<file path="config.mk">
export PLATFORM = sky130hd
export DESIGN_NAME = jk_sync_counter
export DESIGN_NICKNAME = d
export VERILOG_FILES = /design/src/rtl/jk_counter_pkg.sv /design/src/rtl/jk_counter_bit.sv /design/src/rtl/jk_sync_counter.sv
export SDC_FILE = /design/constraint.sdc
export NUM_CORES = 1
export LEC_CHECK = 0
export CORE_AREA = 10 10 47 49
export DETAILED_ROUTE_END_ITERATION = 6
export DIE_AREA = 0 0 57 59
export GPL_ROUTABILITY_DRIVEN = 0
export GPL_TIMING_DRIVEN = 0
export HOLD_SLACK_MARGIN = 0.06
export PLACE_DENSITY = 0.7
export REMOVE_ABC_BUFFERS = 1
export SYNTH_ARGS = -nofsm -noshare
export SYNTH_HDL_FRONTEND = slang
export SYNTH_HIERARCHICAL = 1
export SYNTH_SLANG_ARGS = --single-unit
</file>
<file path="constraint.sdc">
create_clock -name clk -period 2.1 [get_ports clk]
set_clock_uncertainty 0.2 [all_clocks]
set_input_delay 0.42 -clock clk [delete_from_list [all_inputs] [get_ports clk]]
set_output_delay 0.42 -clock clk [all_outputs]
set_load 0.02 [all_outputs]
</file>
<file path="src/rtl/jk_counter_pkg.sv">
// Shared JK command encodings and the modulo next-count helper
// for the jk_sync_counter slice.
package jk_counter_pkg;

    localparam logic [1:0] JK_HOLD   = 2'b00;
    localparam logic [1:0] JK_RESET  = 2'b01;
    localparam logic [1:0] JK_SET    = 2'b10;
    localparam logic [1:0] JK_TOGGLE = 2'b11;

    // Out-of-range states fall back to 0 in either direction.
    function automatic logic [31:0] next_count(
        input logic [31:0] q,
        input logic        up_down,
        input logic [31:0] modulus
    );
        if (q >= modulus) begin
            return '0;
        end
        if (up_down) begin
            return (q == modulus - 1) ? '0 : q + 1;
        end
        return (q == '0) ? modulus - 1 : q - 1;
    endfunction

endpackage

</file>
<file path="src/rtl/jk_counter_bit.sv">
// Single JK flip-flop cell with asynchronous active-low clear.
module jk_counter_bit
    import jk_counter_pkg::*;
(
    input  logic clk,
    input  logic clr_bar,
    input  logic j,
    input  logic k,
    output logic q
);

    logic q_q;
    logic q_d;

    always_comb begin
        q_d = q_q;
        unique case ({j, k})
            JK_HOLD:   q_d = q_q;
            JK_RESET:  q_d = 1'b0;
            JK_SET:    q_d = 1'b1;
            JK_TOGGLE: q_d = ~q_q;
        endcase
    end

    always_ff @(posedge clk or negedge clr_bar) begin
        if (!clr_bar) q_q <= 1'b0;
        else          q_q <= q_d;
    end

    assign q = q_q;

endmodule

</file>
<file path="src/rtl/jk_sync_counter.sv">
// Modulo-N up/down counter on a bank of JK cells with toggle-only excitation.
// Define JK_SYNC_COUNTER_SATURATE_EN to saturate at the ends instead of wrapping.
module jk_sync_counter
    import jk_counter_pkg::*;
#(
    parameter int WIDTH   = 4,
    parameter int MODULUS = 10
) (
    input  logic             clk,
    input  logic             clr_bar,
    input  logic             en,
    input  logic             up_down,
    input  logic             load,
    input  logic [WIDTH-1:0] d_in,
    output logic [WIDTH-1:0] q,
    output logic             tc
);

    localparam logic [WIDTH-1:0] MAX_CNT = WIDTH'(MODULUS - 1);

    logic [WIDTH-1:0] nxt;
    logic [WIDTH-1:0] ld_val;
    logic [WIDTH-1:0] j_vec;
    logic [WIDTH-1:0] k_vec;

    always_comb begin
        ld_val = (32'(d_in) >= 32'(MODULUS)) ? MAX_CNT : d_in;
        nxt    = q;
        if (load) begin
            nxt = ld_val;
        end else if (en) begin
`ifdef JK_SYNC_COUNTER_SATURATE_EN
            if (up_down && q == MAX_CNT) begin
                nxt = MAX_CNT;
            end else if (!up_down && q == '0) begin
                nxt = '0;
            end else begin
                nxt = WIDTH'(next_count(32'(q), up_down, 32'(MODULUS)));
            end
`else
            nxt = WIDTH'(next_count(32'(q), up_down, 32'(MODULUS)));
`endif
        end
    end

    // Only hold or toggle is ever issued: a bit toggles iff it changes.
    always_comb begin
        j_vec = q ^ nxt;
        k_vec = q ^ nxt;
    end

    for (genvar i = 0; i < WIDTH; i++) begin : g_bit
        jk_counter_bit u_bit (
            .clk     (clk),
            .clr_bar (clr_bar),
            .j       (j_vec[i]),
            .k       (k_vec[i]),
            .q       (q[i])
        );
    end

    assign tc = en & ~load &
                ((up_down & (q == MAX_CNT)) | (~up_down & (q == '0)));

endmodule

</file>
==> After elaboration in Yosys (flattened, before gate mapping) <==
Index checks and enable logic that the tools add are counted.
{ "op_classes": {"eq_ne": 13, "addsub": 2, "n_div": 0, "bitwise_logic": 12, "shift": 0, "reduce_logical": 5, "multipliers": 0, "mux": 20, "n_lt_le_gt_ge": 2} }
{ "op_table": {"columns": ["op", "n"], "rows": [
  ["two-way mux 4 bit", 9],
  ["== test 2 bit (second input constant)", 8],
  ["case mux 1 bit (3 select lines)", 4],
  ["== test 2 x 1 -> 1 bit (second input constant)", 4],
  ["greater-or-equal comparator 4 bit (second input constant)", 2],
  ["logical NOT 2 bit", 4],
  ["two-way mux 1 bit", 7],
  ["NOT 1 bit", 6],
  ["adder 4 x 1 -> 4 bit (second input constant)", 1],
  ["AND 1 bit", 4],
  ["== test 4 bit (second input constant)", 1],
  ["logical NOT 4 bit", 1],
  ["subtractor 4 x 1 -> 4 bit (second input constant)", 1],
  ["XOR 4 bit", 1],
  ["OR 1 bit", 1]
]} }
{ "totals": {"ram_bits": 0, "mem_bits_ro": 0, "in_bits": 9, "wordCells": 58, "latch_bits": 0, "reg_bits": 4, "mem_count": 0} }

==> Logic depth before layout (Yosys ltp) <==
{ "logic_depth": {"word_depth": 14, "depth_mapped": 7, "depth_no_buf": 6} }

==> Modules after synthesis <==
Netlist, hierarchy kept.
{ "modules_own_cells": {"columns": ["module", "n_inst", "seq_area_each_um2", "area_per_inst_um2", "cells_each"], "rows": [
  ["jk_sync_counter", 1, 0.0, 295.3, 49],
  ["jk_counter_bit", 4, 25.0, 33.8, 3]
]} }

==> Least setup slack after synthesis <==
OpenSTA, ideal clock, no wires.
{ "synth_path": {"path_kind": "register to output", "start": "register g_bit[3].u_bit.q_q", "end": "output tc", "arrival_ps": 2127, "path_buffers": 1, "path_stages_with_launch": 4, "t_required_ps": 1480, "setup_slack_ps": -647, "cell_sequence": "dfrtp_1 > buf_4 > or3_1 > a2111oi_0"} }
{ "synth_between": {"elab_chain_cells": 4} }
{ "synth_rtl": {"columns": ["element", "line", "source"], "rows": [
  ["start, declared", "jk_counter_bit.sv:12", "logic q_q;"],
  ["start signal, assigned", "jk_counter_bit.sv:27", "else q_q <= q_d;"],
  ["== test 4 bit / logical NOT 4 bit (equally long branches)", "jk_sync_counter.sv:63", "((up_down & (q == MAX_CNT)) | (~up_down & (q == '0)));"],
  ["AND 1 bit", "jk_sync_counter.sv:63", null],
  ["OR 1 bit (*)", "jk_sync_counter.sv:63", null],
  ["AND 1 bit (*)", "jk_sync_counter.sv:62", "assign tc = en & ~load &"],
  ["end, declared", "jk_sync_counter.sv:16", "output logic tc"]
]} }
Mark *: on every way between the ends. The rest lies on a longest branch, timed or not.

==> Worst setup path in the final report <==
Same ends and word-level chain as after synthesis.

==> results <==
[critical path, delay by kind of cell (launching register included)]
kind | cells | cell delay [ns]
AO/OA/AOI/OAI | 1 | 0.29
buffers and inverters | 1 | 0.19
flip-flops | 1 | 0.40
AND/OR/NAND/NOR | 1 | 0.39
[repair_timing]
action                                  4_1_cts  5_1_grt
endpoints found under the setup margin        5        1
resized for setup                            16        2
pin swaps                                     2        0
buffers inserted                              2        0
[power groups by stage]
stage                     registers (W)  logic (W)  clock network [W]
after floorplan                0.000264   0.000207                  0
after global placement         0.000243   0.000384                  0
after detailed placement       0.000244   0.000397                  0
after CTS                      0.000209   0.000481           0.000105
after global routing           0.000227   0.000544           0.000111
final                          0.000219   0.000494           0.000104
[final cells by class]
| cell class | count | area (um^2) | share of cell area, % |
|---|---|---|---|
| clock buffer | 3 | 22.5 | 3.62 |
| inverter | 6 | 22.5 | 3.62 |
| sequential | 4 | 105 | 16.9 |
| multi-input combinational | 47 | 310 | 49.9 |
| tap | 16 | 20.0 | 3.22 |
| timing repair buffer | 15 | 141 | 22.7 |
[worst paths after layout]
check,cells after the start,end,slack (ns)
max,3,tc,-0.03
min,1,g_bit[1].u_bit/q,0.18
max reg2reg,6,g_bit[2].u_bit/q,0.08
min reg2reg,2,g_bit[0].u_bit/q,0.44
max in group asynchronous,1,g_bit[2].u_bit/q,1.31
min in group clk,2,g_bit[0].u_bit/q,0.44
[through the flow]
| stage | utilization [%] | setup TNS [ns] |
|---|---|---|
| floorplan | - | -0.585 |
| global placement | 39.9 | -1.47 |
| detailed placement | 39.9 | -1.61 |
| CTS | 43.1 | -0.0482 |
| global route | 44.4 | -0.0780 |
| finish | 44.4 | -0.0292 |
[cell usage after synthesis (2+ instances only)]
library cell  n
a21oi_1       8
o21ai_0       3
nor2_1        9
nand2_1       2
o41a_1        2
or3_1         2
inv_1         6
nand3_1       3
dfrtp_1       4
buf_2         2
a31oi_1       3
[metal layers]
metal	routed length, um	up-vias	global-route usage (%)
li1	-	253	-
met1	594	232	7.84
met2	580	13	11.9
met3	41	3	1.72
met4	28	0	7.05
met5	0	-	0
[kinds of logic (layout without fill, tap and decap cells)]
kind of cell / after synthesis / in the layout
simple gates: 22 / 22
compound gates: 24 / 24
flops: 4 / 4
buf+inv: 10 / 24
xor+xnor: 1 / 1
==> metrics.txt <==
Post-route DRC 0; first-pass GRT wire length 2020 um; layout cells sized above 1 around a fifth; GRT Total Usage under 10%; Worst-Skew Late Latency roughly 0.25 ns; starting utilization of the core area 30.7%; PortBufs 13; CP peak stage delay 0.40 ns; H-tree depth 1; Yosys top cell area share 23.3%; synth top area cells dfrtp_1 23%, a21oi_1 9.3%, nor2_1 7.8%; CP max-delay cell dfrtp_2; Critical Path RT between 1 and 1.5 ns; final worst slack -0.0292 ns; Lkg Pwr 0.249 nW; initial antenna violation count 0; final period utilization 101%; total number of vias 501; highest clock rate 470 MHz; setup violators final 1; Worst EP arrival 1.51 ns; Largest register FFs 4; area grow syn2layout 44.5%; worst hold slack 0.184 ns; placed cell count 86; CTS Sinks 4; Cell Chain, Critical Path or3_4 > a2111oi_4 > buf_4; EDFF count, synth 0; FP Rows 14; internal power 0.000421 W; Reg clk slew, reported paths 0.04 ns; largest net degree at the start of global routing 15; Seq/Total Area, Yosys a little under a quarter; Nets 86; Synth Area in Adders 0%; violated checks setup timing; dpl hpwl ~900 um; Worst setup SP type register; Pins Over Slew Limit 0; main combinational cell family by area after synthesis compound AO/OA/AOI/OAI gates; Fin. Hold Viols 0; clock tree buffer depth 2; most frequent cells in the layout 9 x nor2_1, 9 x clkdlybuf4s50_1, 8 x a21oi_1; Die Span Y 59 um; Synth async-reset ratio 100%; Primary FF master, synth dfrtp_1; DR pass1 iterations 4; synthesis-stage register bit count 4; Pwr Total 0.000817 W; final non-filler cell total between 90 and 100; syn_area_per_cell 7.06 um^2; Total Wirelength 1250 um; Mapped Cells 61; synth warn 6; post-synthesis xor/xnor area fraction 2.03%; GR Overflow Total 0; root buf cell clkbuf_4; Post-DRT Antenna Nets 0; Comb pwr share 60.4%; vias in the first global route 480; Unique masters post-synth 28; worst-path fanout max 2; Die X ~57 um; Synth Area in Compound Gates 37.8%; drt initial violations 20; fill count 151; Critical path origin g_bit[3].u_bit/q; Switching Power 0.000396 W; core area 1400 um^2; # hold bufs at CTS 0; Worst Tran Pin Value 0.331 ns; Worst setup EP type output port; Crit Path Category register to output port; status finished, violations left; Area after DPL 559 um^2; DR WL/cell 13.7 um; Die Area around 3400 um^2; FF-to-FF Start g_bit[1].u_bit/q; Tmin final 2.13 ns; Sw Share 48.5%; number of I/O pins 14; Synth Area in Simple Gates 26.7%; Worst slew margin 77.9%; Worst Hold Class input port to asynchronous set/reset pin; post-synth top area cell dfrtp_1; TritonCTS buffer count 3; post-synthesis mux area share 0%; ant diodes 0; Max Cap Violations 0; vias per std cell approximately 5.5; maximum vdd drop 0.643 mV; RSZ-0062 raised after global routing yes; Final Instance Area 622 um^2; Clk network pwr share 12.7%; pre-CTS setup slack -0.890 ns; cell area after synthesis about 430 um^2; pwr/cell area around 1300 nW/um^2; CTS tree done; Reg power frac 26.9%
Power figures use the tool's default switching activity.
